--- src/rtl/ddr_frame_reader_256.sv ---
// Avalon-MM read master: fetches 256-bit beats one read at a time and
// streams each beat out as eight 32-bit words, LSB word first.
module ddr_frame_reader_256 #(
   parameter int TIMEOUT_CYCLES = 1024,
   parameter int ADDR_W         = 25
) (
   input  logic              avalon_clk,
   input  logic              avalon_reset,
   input  logic              start,
   input  logic [ADDR_W-1:0] base_addr,
   input  logic [15:0]       beat_count,
   output logic              busy,
   output logic              done,
   output logic              rd_error,
   output logic [31:0]       out_data,
   output logic              out_valid,
   input  logic              out_ready,
   output logic              out_last,
   output logic [ADDR_W-1:0] amm_addr,
   output logic              amm_read,
   output logic [31:0]       amm_byteenable,
   output logic [6:0]        amm_burstcount,
   input  logic [255:0]      amm_readdata,
   input  logic              amm_readdatavalid,
   input  logic              amm_ready
);

   localparam int TW = $clog2(TIMEOUT_CYCLES + 1);

   typedef enum logic [2:0] {
      S_IDLE,
      S_REQ,
      S_WAIT,
      S_STREAM,
      S_DONE
   } state_t;

   state_t            state, nxt;
   logic [ADDR_W-1:0] addr;
   logic [15:0]       remaining;
   logic [2:0]        idx;
   logic [TW-1:0]     tcnt;
   logic [7:0][31:0]  hold;

   logic handshake, last_word, tout_hit;

   assign handshake = (state == S_STREAM) && out_ready;
   assign last_word = (idx == 3'd7);
   assign tout_hit  = (tcnt == TW'(TIMEOUT_CYCLES - 1));

   always_ff @(posedge avalon_clk or posedge avalon_reset) begin
      if (avalon_reset) state <= S_IDLE;
      else              state <= nxt;
   end

   always_comb begin
      nxt = state;
      case (state)
         S_IDLE:   if (start) nxt = (beat_count == 16'd0) ? S_DONE : S_REQ;
         S_REQ:    if (amm_ready) nxt = S_WAIT;
         S_WAIT: begin
            if (amm_readdatavalid) nxt = S_STREAM;
            else if (tout_hit)     nxt = S_DONE;
         end
         S_STREAM: if (handshake && last_word) nxt = (remaining == 16'd1) ? S_DONE : S_REQ;
         S_DONE:   nxt = S_IDLE;
         default:  nxt = S_IDLE;
      endcase
   end

   always_ff @(posedge avalon_clk or posedge avalon_reset) begin
      if (avalon_reset) begin
         addr      <= '0;
         remaining <= '0;
         idx       <= '0;
         tcnt      <= '0;
         hold      <= '0;
         rd_error  <= 1'b0;
      end else begin
         case (state)
            S_IDLE: if (start) begin
               rd_error  <= 1'b0;
               addr      <= base_addr;
               remaining <= beat_count;
            end
            S_REQ: if (amm_ready) tcnt <= '0;
            S_WAIT: begin
               if (amm_readdatavalid) begin
                  hold <= amm_readdata;
                  idx  <= '0;
               end else begin
                  tcnt <= tcnt + 1'b1;
                  if (tout_hit) rd_error <= 1'b1;
               end
            end
            S_STREAM: if (handshake) begin
               // idx wraps 7->0 on its own; the beat bookkeeping moves on the last word
               idx <= idx + 3'd1;
               if (last_word) begin
                  remaining <= remaining - 16'd1;
                  addr      <= addr + 1'b1;
               end
            end
            default: ;
         endcase
      end
   end

   assign busy           = (state != S_IDLE);
   assign done           = (state == S_DONE);
   assign out_valid      = (state == S_STREAM);
   assign out_last       = out_valid && last_word && (remaining == 16'd1);
   assign out_data       = hold[idx];
   assign amm_read       = (state == S_REQ);
   assign amm_addr       = addr;
   assign amm_byteenable = '1;
   assign amm_burstcount = 7'd1;

endmodule

--- config.mk ---
export PLATFORM = sky130hd
export DESIGN_NAME = ddr_frame_reader_256
export DESIGN_NICKNAME = d
export VERILOG_FILES = /design/src/rtl/ddr_frame_reader_256.sv
export SDC_FILE = /design/constraint.sdc
export NUM_CORES = 1
export LEC_CHECK = 0
export ABC_AREA = 0
export BUFFER_PORTS_ARGS = -buffer_cell sky130_fd_sc_hd__buf_2
export CORE_AREA = 3 3 179 181
export CTS_BUF_LIST = sky130_fd_sc_hd__clkbuf_8
export DETAILED_ROUTE_END_ITERATION = 7
export DIE_AREA = 0 0 182 184
export GPL_ROUTABILITY_DRIVEN = 1
export GPL_TIMING_DRIVEN = 0
export PLACE_DENSITY = 0.9
export RECOVER_POWER = 25
export SYNTH_ARGS = -nofsm -noshare
export SYNTH_HDL_FRONTEND = slang
export SYNTH_SLANG_ARGS = --single-unit
--- constraint.sdc ---
create_clock -name avalon_clk -period 9.7 [get_ports avalon_clk]
set_clock_uncertainty 0.05 [all_clocks]
set_input_delay 1.455 -clock avalon_clk [delete_from_list [all_inputs] [get_ports avalon_clk]]
set_output_delay 1.455 -clock avalon_clk [all_outputs]
set_load 0.02 [all_outputs]
**Word level (Yosys, flattened, before mapping)**

Index checks and enable logic that the tools add are counted.

- Magnitude comparators: 1
- Eq/ne operators: 16
- Reduce and logical (&&, ||, !) cells: 17
- Mux-type cells: 28
- Add/sub/neg operators: 4

Operators with widths:

| kind | count |
|---|---|
| 32-bit binary-select mux with 3-bit select | 1 |
| 25-bit two-way mux | 3 |
| 25-bit case mux with 2 select lines | 1 |
| 16-bit two-way mux | 3 |
| 32-bit two-way mux | 1 |
| 16-bit case mux with 2 select lines | 1 |
| 3-bit two-way mux | 9 |
| 25-bit by 1-bit adder with 25-bit output, second input constant | 1 |
| 11-bit two-way mux | 2 |
| 11-bit case mux with 2 select lines | 1 |
| 16-bit by 1-bit equality test with 1-bit output, second input constant | 1 |
| 16-bit zero test | 1 |
| 16-bit by 1-bit subtractor with 16-bit output, second input constant | 1 |
| 3-bit case mux with 4 select lines | 1 |
| 4-bit AND reduction | 3 |
| 11-bit by 1-bit adder with 11-bit output, second input constant | 1 |
| 11-bit by 10-bit equality test with 1-bit output, second input constant | 1 |
| 2-bit by 1-bit inequality test with 1-bit output, second input constant | 4 |
| 2-bit inequality test, second input constant | 4 |
| 2-bit nonzero test | 4 |
| 3-bit by 2-bit equality test with 1-bit output, second input constant | 2 |
| 3-bit equality test, second input constant | 2 |
| 3-bit case mux with 2 select lines | 1 |
| 3-bit AND reduction | 2 |
| other kinds (10) | 15 |

- Word-level logic and storage cells: 80
- Output and inout port bits: 102
- Bits in registers: 315
- Bits of input ports: 303

**Longest topological paths before layout**

Gate-level depths: netlist of the first run.

- Depth in word-level cells: 5
- Depth in mapped cells: 9

**Worst setup path after synthesis of the first run**

OpenSTA, ideal clock, no wires.

- Path kind: flip-flop to output port
- Start: reg idx[0]
- End: out out_data[18]
- Cell stages (with the launch flop): 5
- Setup slack: 6,094 ps
- Data arrival time: 2,101 ps
- Required time: 8,195 ps
- Path through: dfrtp_1 > buf_1 > buf_2 > mux4_2 > mux2_2

- Cells in the longest elaborated chain, start to end: 2

Ends and longest elaborated chain:

| what | line | RTL |
|---|---|---|
| start, declared | 41 | `logic [2:0] idx;` |
| start signal, assigned | 98 | `idx <= idx + 3'd1;` |
| 32-bit binary-select mux with 3-bit select | 113 | `assign out_data = hold[idx];` |
| 32-bit two-way mux (not written as such) | 113 |  |
| end, declared | 15 | `output logic [31:0] out_data,` |

Every way passes these cells. The select of a mux whose other input is x is not followed.

==> results of run 1 <==
critical path, delay by kind of cell:
family | cells | cell delay, ps
buf+inv | 5 | 4970
per-layer routing:
layer,track usage [%],part of all wire (%)
met5,0,0.073
met4,12.52,4.2
met3,6.450,8.1
met2,47.66,50
met1,33.73,37
metrics by stage:
stage,std cells,util [%],worst slack [ps],cell area [um^2]
after floorplan,1183,-,3998,15430
after global placement,1943,58.01,2291,17740
after detailed placement,1951,58.53,5293,17900
after CTS,2045,62.12,4624,19000
after global routing,2058,62.00,2516,18960
final,2058,62.00,3430,18960
power groups by stage:
| stage | Sequential (uW) | Clock [uW] | Combinational (uW) |
|---|---|---|---|
| CTS | 2400 | 1240 | 3020 |
| global route | 2490 | 1290 | 3220 |
| floorplan | 2310 | 0 | 2110 |
| detailed placement | 2410 | 0 | 3000 |
| global placement | 2350 | 0 | 2890 |
| finish | 2420 | 1220 | 3030 |
cells by family (layout without fill, tap and decap cells):
group,Yosys count,after routing,synth area share (%)
mux,355,355,30.84
fa+ha+maj,6,6,0.4911
simple gates,185,185,6.352
buf+inv,122,588,4.232
xor+xnor,2,2,0.1146
flops,315,315,51.57
compound gates,159,159,6.344
other cells,2,52,0.04913
layout make-up:
cell class                 instances  area [um^2]
fill                            2344        11620
sequential                       315         7883
multi-input combinational        746         6894
timing repair buffer             372         1916
clock buffer                      68        935.9
buffer                           115        620.6
tap                              396        495.5
clock inverter                    26        160.2
antenna                           13        32.53
inverter                           7        27.53
cell usage in the layout (no fill, tap or decap), types with 12 or more instances in the layout:
cell type / netlist / layout
nor2_1: 35 / 35
buf_4: 39 / 39
a21oi_1: 47 / 47
mux2_2: 288 / 288
buf_2: 34 / 397
dfrtp_1: 315 / 315
clkbuf_1: 36 / 41
diode_2: 0 / 13
nand2_1: 47 / 47
nor3_1: 14 / 14
mux4_2: 64 / 64
inv_1: 7 / 19
nand4_1: 12 / 12
conb_1: 2 / 39
nand3_1: 28 / 28
o21ai_0: 54 / 54
clkbuf_8: 0 / 68
how the worst max path moves through the flow:
| stage | to | from | cells past startpoint | slack [ps] |
|---|---|---|---|---|
| after CTS | out_data[30] | idx[1]$_DFFE_PP0P_ | 6 | 4620 |
| after floorplan | amm_addr[0]$_DFFE_PP0P_ | avalon_reset | 1 | 4000 |
| after global placement | hold[104]$_DFFE_PP0P_ | avalon_reset | 2 | 2290 |
| final | hold[141]$_DFFE_PP0P_ | avalon_reset | 5 | 3430 |
| after global routing | hold[139]$_DFFE_PP0P_ | avalon_reset | 5 | 2520 |
| after detailed placement | out_data[30] | idx[1]$_DFFE_PP0P_ | 6 | 5290 |
sequential cells by signal, indices dropped and copies added (netlist names):
signal     cells
idx            3
hold         256
remaining     16
tcnt          11
rd_error       1
amm_addr      25
state          3
==> out/qor.txt, run 1 <==
GLOBAL ROUTE
---------------------------------------------------------------------------------
Gr usage total .....................................................       27.81%
Global-route wire length before repair .............................     72040 um
Maximum number of pins on one net before global-route repair .......           44
Initial antenna violation count ....................................           19
Overflow after GRT .................................................            0
Vias in the first global route .....................................        12650

CLOCKING
---------------------------------------------------------------------------------
Clock-pin slew on the worst setup and hold paths ...................        60 ps
CTS sink count .....................................................          315
Post-CTS Hold Buffers ..............................................            0
# resized after CTS ................................................            0
Insertion delay to the later sink of the worst-skew pair ...........       590 ps
Number of buffers on the longest clock path ........................            3
Post-CTS Setup Inserts .............................................            0
H-tree levels ......................................................            2
Library cell used as clock root buffer .............................     clkbuf_8
CTS tree ...........................................................        built
Number of buffers added by the clock tree synthesis step ...........           52

FLOW RUN
---------------------------------------------------------------------------------
Maximum Capacitance Violations .....................................            4

SETUP PATH
---------------------------------------------------------------------------------
Critical path arrival ..............................................      6500 ps
Critical Path, Cell by Cell ........................................ buf_2 -> clkinvlp_2 -> clkbuf_1 -> clkbuf_1 -> clkbuf_1
Worst Path Max Fanout ..............................................           36
Worst R2R Path Depth ...............................................            7
Kind of start point of the critical path ........................... primary input
Startpoint-to-endpoint class of the critical path .................. primary input to async pin
CP peak stage delay ................................................      1510 ps
Cell repeated most along the worst path ............................     clkbuf_1
Highest-delay cell along the critical path .........................     clkbuf_1
FF-to-FF setup slack ...............................................      6700 ps
Worst reg2reg path endpoint ........................................ amm_addr[6]$_DFFE_PP0P_
Kind of end point of the critical path .............................    async pin
CP Data Required Time ..............................................      9930 ps
Startpoint of the most critical register-to-register path .......... idx[0]$_DFFE_PP0P_

STA
---------------------------------------------------------------------------------
Post-route worst hold slack ........................................     451.5 ps
Hold violation count in the final report ...........................            0
Total Negative Setup Slacks ........................................         0 ps
Number of pins exceeding their max-slew limit in the final report ..          147
Shortest period the worst path allows ..............................      6270 ps
Unrepaired setup endpoints after global routing ....................        false
Worst slew margin relative to its limit ............................      -54.44%
Final period utilization ...........................................       64.64%
Transition time of the tightest slew-check pin .....................      2317 ps
Achievable clock frequency .........................................    159.5 MHz
Final setup viols ..................................................            0

SYNTH
---------------------------------------------------------------------------------
FFs w/ async S/R, synth ............................................       100.0%
Library cell occupying the most area in the post-synthesis netlist .      dfrtp_1
Yosys top cell area share ..........................................       51.57%
Leading register cell type out of synthesis ........................      dfrtp_1
Post-synthesis instance total ......................................         1146
Post-synthesis instance area .......................................   15280 um^2
Syn_area_per_cell ..................................................   13.34 um^2
Cell with the most instances after synthesis .......................      dfrtp_1
Count of unique library cells instantiated by Yosys ................           59
Leading post-synthesis cells by cell area .......................... dfrtp_1 (52%), mux2_2 (21%), mux4_2 (9.4%)
Number of enable-type register cells in the synthesized netlist ....            0
Proportion of synthesized chip area in sequential cells ............       51.57%
Cell types with the highest counts after synthesis ................. dfrtp_1 (315), mux2_2 (288), mux4_2 (64)
Post-synthesis sequential element count ............................          315
Count of yosys warnings during synthesis ...........................            0

FINISH
---------------------------------------------------------------------------------
Fraction of final layout cells sized beyond drive strength 1 .......       53.61%
NumNets Final ......................................................         1918
Layout overhead on the synthesized area ............................       24.07%

PLACED DESIGN
---------------------------------------------------------------------------------
Gp weighted congestion .............................................       0.9247
HPWL Detailed ......................................................     35440 um
Buffers on Ports ...................................................          364

FLOORPLANNING
---------------------------------------------------------------------------------
Boundary Pins ......................................................          405
Area of the placeable core .........................................   30590 um^2
Die Outline Area ...................................................   33490 um^2
Rows ...............................................................           64
Height of the chip .................................................       184 um
Die boundary width .................................................       182 um
Effective utilization at floorplan .................................       49.97%

DETAILED ROUTING
---------------------------------------------------------------------------------
Number of detailed-route iterations in the first pass ..............            5
Wire length after detailed routing .................................     48170 um
DR WL/cell .........................................................     23.40 um
DR vias ............................................................        12010
Number of nets with antenna violations after detailed routing ......            0
Starting DRT DRC Count .............................................          885
Remaining DRCs .....................................................            0
Via count normalized by instance count .............................        5.834

POWER AND IR DROP
---------------------------------------------------------------------------------
Net Sw Frac ........................................................       38.52%
Power consumption ..................................................      6674 uW
Proportion of power drawn by the clock network .....................        18.3%
Total internal power ...............................................      4104 uW
Power density over cell area ....................................... 351.9 nW/um^2
Leakage power total ................................................  0.008442 uW
VDD IR-drop max ....................................................    0.1899 mV
Fraction of power consumed by combinational cells ..................        45.5%
Power dissipated by switching net loads ............................      2571 uW
Sequential fraction of design power ................................        36.2%

OUTCOME
---------------------------------------------------------------------------------
Violations in the final reports .................................... capacitance limit, slew limit
Outcome ............................................................ finished with violations

WORST HOLD PATH
---------------------------------------------------------------------------------
Hold Path Depth ....................................................            2
Launch point of the worst hold path ................................ rd_error$_DFFE_PP0P_
Worst hold path class .............................................. register to register
Worst Hold Path EP ................................................. rd_error$_DFFE_PP0P_

Note: power is estimated with default switching activity, not from simulation.
==> run 2, diff against run 1 <==
CORE_AREA = 3 3 171 173   (was 3 3 179 181)
DIE_AREA = 0 0 174 176   (was 0 0 182 184)
PLACE_DENSITY = 0.93   (was 0.9)
clock period = 6.5 ns   (was 9.7 ns; I/O delays follow)
==> out/qor.txt, run 2 (synthesized netlist as in run 1, its figures left out) <==
OUTCOME
--------------------------------------------------------------------------------
Outcome ........................................................... finished with violations
Violations in the final reports ................................... capacitance limit, slew limit

DETAILED ROUTING
--------------------------------------------------------------------------------
Wire length after detailed routing ................................     47640 um
Remaining DRCs ....................................................            0
Number of detailed-route iterations in the first pass .............            5
Starting DRT DRC Count ............................................          856
Via count normalized by instance count ............................        5.827
Number of nets with antenna violations after detailed routing .....            0
DR vias ...........................................................        11930
DR WL/cell ........................................................     23.27 um

STA
--------------------------------------------------------------------------------
Worst slew margin relative to its limit ...........................      -39.98%
Final period utilization ..........................................       69.38%
Achievable clock frequency ........................................    221.7 MHz
Unrepaired setup endpoints after global routing ...................        false
Final setup viols .................................................            0
Transition time of the tightest slew-check pin ....................      2100 ps
Number of pins exceeding their max-slew limit in the final report .          187
Hold violation count in the final report ..........................            0
Shortest period the worst path allows .............................      4510 ps

SETUP PATH
--------------------------------------------------------------------------------
Critical Path, Cell by Cell ....................................... buf_2 -> clkbuf_1 -> clkbuf_1 -> mux4_2 -> mux2_2 -> buf_2
Worst R2R Path Depth ..............................................            7
CP peak stage delay ...............................................       650 ps
Kind of start point of the critical path ..........................     register
Startpoint-to-endpoint class of the critical path ................. register to output port
Worst Path Max Fanout .............................................           10
Worst reg2reg path endpoint ....................................... amm_addr[17]$_DFFE_PP0P_
Kind of end point of the critical path ............................  output port
Highest-delay cell along the critical path ........................     clkbuf_1
Startpoint of the most critical register-to-register path ......... idx[0]$_DFFE_PP0P_
Critical path arrival .............................................      3480 ps
FF-to-FF setup slack ..............................................      3460 ps
CP Data Required Time .............................................      5470 ps

FLOORPLANNING
--------------------------------------------------------------------------------
Die Outline Area ..................................................   30620 um^2
Effective utilization at floorplan ................................       55.02%
Die boundary width ................................................       174 um
Rows ..............................................................           61
Boundary Pins .....................................................          405
Height of the chip ................................................       176 um
Area of the placeable core ........................................   27780 um^2

GLOBAL ROUTE
--------------------------------------------------------------------------------
Maximum number of pins on one net before global-route repair ......           45
Global-route wire length before repair ............................     71630 um
Vias in the first global route ....................................        12830
Initial antenna violation count ...................................           21
Overflow after GRT ................................................            0
Gr usage total ....................................................       30.21%

CLOCKING
--------------------------------------------------------------------------------
Library cell used as clock root buffer ............................     clkbuf_8
Post-CTS Setup Inserts ............................................            0
Clock-pin slew on the worst setup and hold paths ..................        60 ps
Insertion delay to the later sink of the worst-skew pair ..........       580 ps
# resized after CTS ...............................................            0
H-tree levels .....................................................            2
Number of buffers added by the clock tree synthesis step ..........           53
Number of buffers on the longest clock path .......................            3
Post-CTS Hold Buffers .............................................            0
CTS sink count ....................................................          315
CTS tree ..........................................................        built

PLACED DESIGN
--------------------------------------------------------------------------------
Gp weighted congestion ............................................       0.9541
Placed cell count .................................................         1934
HPWL Detailed .....................................................     35010 um
Buffers on Ports ..................................................          364

FINISH
--------------------------------------------------------------------------------
Layout overhead on the synthesized area ...........................       24.06%
Filler cell count .................................................         1988
NumNets Final .....................................................         1920
Core occupancy in the finished layout .............................       68.25%
Number of flip-flops under the largest register name ..............          256
Fraction of final layout cells sized beyond drive strength 1 ......       53.27%
Most flops, register ..............................................         hold
Most common cell after layout, fill and taps aside ................        buf_2
Most frequent cells in the layout ................................. buf_2 (398), dfrtp_1 (315), mux2_2 (288)
Filler-free cell count of the finished design .....................         2047

POWER AND IR DROP
--------------------------------------------------------------------------------
VDD IR-drop max ...................................................    0.3323 mV
Leakage power total ...............................................  0.008462 uW
Power density over cell area ...................................... 519.0 nW/um^2

FLOW RUN
--------------------------------------------------------------------------------
Maximum Capacitance Violations ....................................            5

WORST HOLD PATH
--------------------------------------------------------------------------------
Worst hold path class ............................................. primary input to async pin

## run 2: cell type report
type	instances	area (um^2)	area share, %
Sequential cell	315	7883	41.57
Multi-Input combinational cell	746	6894	36.36
Timing Repair Buffer	373	1928	10.17
Clock buffer	66	908.4	4.791
Buffer	115	620.6	3.273
Tap cell	378	473.0	2.494
Clock inverter	30	185.2	0.9766
Antenna cell	17	42.54	0.2243
Inverter	7	27.53	0.1452
## run 2: report_power, final
part           internal, uW  switching, uW
clock                   994            816
combinational          2200           2240
sequential             2940            650
total                  6130           3710
## run 2: metal layers
metal,GRT usage (%),share of wire (%),up-vias
li1,-,-,5168
met1,35.47,36,5922
met2,51.81,50,667
met3,8.645,8.9,160
met4,13.77,4.5,10
met5,0,0.12,-
## run 2: metrics by stage
| stage | area, um^2 | total power [uW] | TNS, ps | hold WS [ps] | worst slack [ps] |
|---|---|---|---|---|---|
| final | 18960 | 9841 | 0 | 415.4 | 1990 |
| after global routing | 18950 | 10340 | 0 | 449.6 | 1369 |
| after CTS | 19000 | 9847 | 0 | 346.7 | 1872 |
| after detailed placement | 17910 | 8002 | 0 | 417.5 | 2505 |
| after global placement | 17720 | 7747 | -124880 | 429.0 | -437.6 |
| after floorplan | 15430 | 6595 | 0 | 419.5 | 1278 |
## run 2: how the worst max path moves through the flow
stage / startpoint / endpoint / depth (start not counted) / slack, ps
6_report: idx[1]$_DFFE_PP0P_ / out_data[25] / 6 / 1990
5_1_grt: avalon_reset / hold[36]$_DFFE_PP0P_ / 4 / 1370
4_1_cts: idx[1]$_DFFE_PP0P_ / out_data[26] / 6 / 1870
3_5_place_dp: idx[1]$_DFFE_PP0P_ / out_data[26] / 6 / 2510
3_3_place_gp: avalon_reset / hold[205]$_DFFE_PP0P_ / 2 / -440
2_1_floorplan: avalon_reset / amm_addr[0]$_DFFE_PP0P_ / 1 / 1280
## run 2: critical path: cells and delay by family, from the launching register on
kind	cells	cell delay (ps)
muxes	2	780
DFF	1	370
buffers and inverters	4	1750
==> run 3, diff against run 2 <==
CORE_AREA = 3 3 179 181   (was 3 3 171 173)
DIE_AREA = 0 0 182 184   (was 0 0 174 176)
PLACE_DENSITY = 0.9   (was 0.93)
clock period = 4.1 ns   (was 6.5 ns; I/O delays follow)
==> out/qor.txt, run 3 (synthesized netlist as in run 1, its figures left out) <==
OUTCOME
--------------------------------------------------------------------------------
Outcome ........................................................... finished with violations
Violations in the final reports ................................... capacitance limit, slew limit

STA
--------------------------------------------------------------------------------
Slack of the critical path ........................................     188.3 ps
Unrepaired setup endpoints after global routing ...................        false
Final period utilization ..........................................       95.41%
Worst slew margin relative to its limit ...........................      -41.81%
Achievable clock frequency ........................................    255.6 MHz
Number of pins exceeding their max-slew limit in the final report .           35
Hold violation count in the final report ..........................            0
Total Negative Setup Slacks .......................................         0 ps
Post-route worst hold slack .......................................     199.5 ps
Final setup viols .................................................            0
Transition time of the tightest slew-check pin ....................      2127 ps
Shortest period the worst path allows .............................      3912 ps

POWER AND IR DROP
--------------------------------------------------------------------------------
Proportion of power drawn by the clock network ....................        18.3%
Power density over cell area ...................................... 829.7 nW/um^2
Leakage power total ...............................................  0.008463 uW
Net Sw Frac .......................................................       38.50%
Total internal power ..............................................      9710 uW
Sequential fraction of design power ...............................        36.3%
VDD IR-drop max ...................................................    0.4486 mV
Fraction of power consumed by combinational cells .................        45.5%
Power dissipated by switching net loads ...........................      6078 uW

CLOCKING
--------------------------------------------------------------------------------
Number of buffers on the longest clock path .......................            3
H-tree levels .....................................................            2
Library cell used as clock root buffer ............................     clkbuf_8
Post-CTS Setup Inserts ............................................            0
CTS sink count ....................................................          315
Insertion delay to the later sink of the worst-skew pair ..........       590 ps
CTS tree ..........................................................        built
Number of buffers added by the clock tree synthesis step ..........           52
Clock-pin slew on the worst setup and hold paths ..................        70 ps

DETAILED ROUTING
--------------------------------------------------------------------------------
DR WL/cell ........................................................     23.44 um
Remaining DRCs ....................................................            0
Wire length after detailed routing ................................     48280 um
Number of detailed-route iterations in the first pass .............            5
Number of nets with antenna violations after detailed routing .....            0
Via count normalized by instance count ............................        5.844
Starting DRT DRC Count ............................................          857
DR vias ...........................................................        12040

FLOW RUN
--------------------------------------------------------------------------------
Maximum Capacitance Violations ....................................            1

SETUP PATH
--------------------------------------------------------------------------------
Worst Path Max Fanout .............................................           10
Kind of end point of the critical path ............................  output port
Highest-delay cell along the critical path ........................     clkbuf_1
Critical Path, Cell by Cell ....................................... buf_2 -> clkbuf_2 -> clkbuf_1 -> mux4_2 -> mux2_2 -> buf_2
Cell repeated most along the worst path ...........................        buf_2
CP peak stage delay ...............................................       560 ps
CP Data Required Time .............................................      3430 ps
Kind of start point of the critical path ..........................     register
Startpoint-to-endpoint class of the critical path ................. register to output port
Critical path arrival .............................................      3250 ps

GLOBAL ROUTE
--------------------------------------------------------------------------------
Global-route wire length before repair ............................     72130 um
Initial antenna violation count ...................................           19
Overflow after GRT ................................................            0
Met1 Use GR .......................................................       33.78%
Met2 layer usage reported by global route .........................       47.80%
Gr usage total ....................................................       27.86%
Fraction of met3 tracks used by global routing ....................       6.470%
Vias in the first global route ....................................        12650
Maximum number of pins on one net before global-route repair ......           44
GRT Max-Usage Layer ...............................................         met2

FINISH
--------------------------------------------------------------------------------
Area of the multi-input gates .....................................    6894 um^2
Most frequent cells in the layout ................................. buf_2 (388), dfrtp_1 (315), mux2_2 (288)
NumNets Final .....................................................         1919
Most common cell after layout, fill and taps aside ................        buf_2
Post-Layout Inst Area .............................................   19030 um^2
Register cell area after layout ...................................    7883 um^2
Number of flip-flops under the largest register name ..............          256
Core occupancy in the finished layout .............................       62.21%
Layout overhead on the synthesized area ...........................       24.49%
Filler cell count .................................................         2333
Most flops, register ..............................................         hold
Fraction of final layout cells sized beyond drive strength 1 ......       53.58%

FLOORPLANNING
--------------------------------------------------------------------------------
Effective utilization at floorplan ................................       49.97%
Die boundary width ................................................       182 um
Die Outline Area ..................................................   33490 um^2
Area of the placeable core ........................................   30590 um^2
Rows ..............................................................           64
Height of the chip ................................................       184 um
Boundary Pins .....................................................          405

WORST HOLD PATH
--------------------------------------------------------------------------------
Worst hold path class ............................................. primary input to register

PLACED DESIGN
--------------------------------------------------------------------------------
Gp weighted congestion ............................................       0.9247
Placed cell areas .................................................   17900 um^2
Place WS ..........................................................     532.9 ps
Buffers on Ports ..................................................          364
HPWL Detailed .....................................................     35440 um

[run 3: path summary, 6_finish.rpt]
| path | cells past startpoint | end | slack, ps | startpoint |
|---|---|---|---|---|
| worst max-delay path | 6 | out_data[13] | 190 | idx[1]$_DFFE_PP0P_ |
| worst min-delay path | 2 | hold[44]$_DFFE_PP0P_ | 200 | amm_readdata[44] |
| worst max register to register | 7 | amm_addr[6]$_DFFE_PP0P_ | 1100 | idx[0]$_DFFE_PP0P_ |
| worst min register to register | 1 | hold[25]$_DFFE_PP0P_ | 450 | hold[25]$_DFFE_PP0P_ |
| max in group asynchronous | 7 | hold[163]$_DFFE_PP0P_ | 450 | avalon_reset |
| min in group asynchronous | 3 | remaining[11]$_DFFE_PP0P_ | 680 | avalon_reset |
[run 3: metal layers]
metal | wire (um) | vias to the layer above
li1 | - | 5152
met1 | 17840 | 6054
met2 | 24360 | 677
met3 | 4041 | 150
met4 | 2017 | 6
met5 | 28 | -
[run 3: through the flow]
step | total power, uW | instances
after floorplan | 10460 | 1183
after global placement | 12410 | 1943
after detailed placement | 12800 | 1951
after CTS | 15770 | 2046
after global routing | 16580 | 2059
final | 15790 | 2060
[run 3: power groups by stage]
stage | clock, uW | sequential, uW | combinational (uW)
3_3_place_gp | 0 | 5570 | 6840
4_1_cts | 2930 | 5690 | 7150
3_5_place_dp | 0 | 5710 | 7090
2_1_floorplan | 0 | 5470 | 4990
6_report | 2880 | 5730 | 7180
5_1_grt | 3060 | 5890 | 7630
[run 3: layout make-up]
type | instances | area share (%)
clock inverter | 26 | 0.8417
multi-input combinational | 746 | 36.23
tap | 396 | 2.604
sequential | 315 | 41.43
clock buffer | 68 | 4.918
timing repair buffer | 373 | 10.32
buffer | 115 | 3.334
inverter | 7 | 0.1447
antenna | 14 | 0.1841
[run 3: timing repair]
item,4_1_cts,5_1_grt
hold endpoints to repair,19,0
resized for setup,6,2
hold buffers,1,0
endpoints found under the setup margin,21,10
[run 3: critical path: cells and delay by family (launching register included)]
family / cells / cell delay (ps)
buffers and inverters: 4 / 1460
flip-flops: 1 / 410
multiplexers: 2 / 780
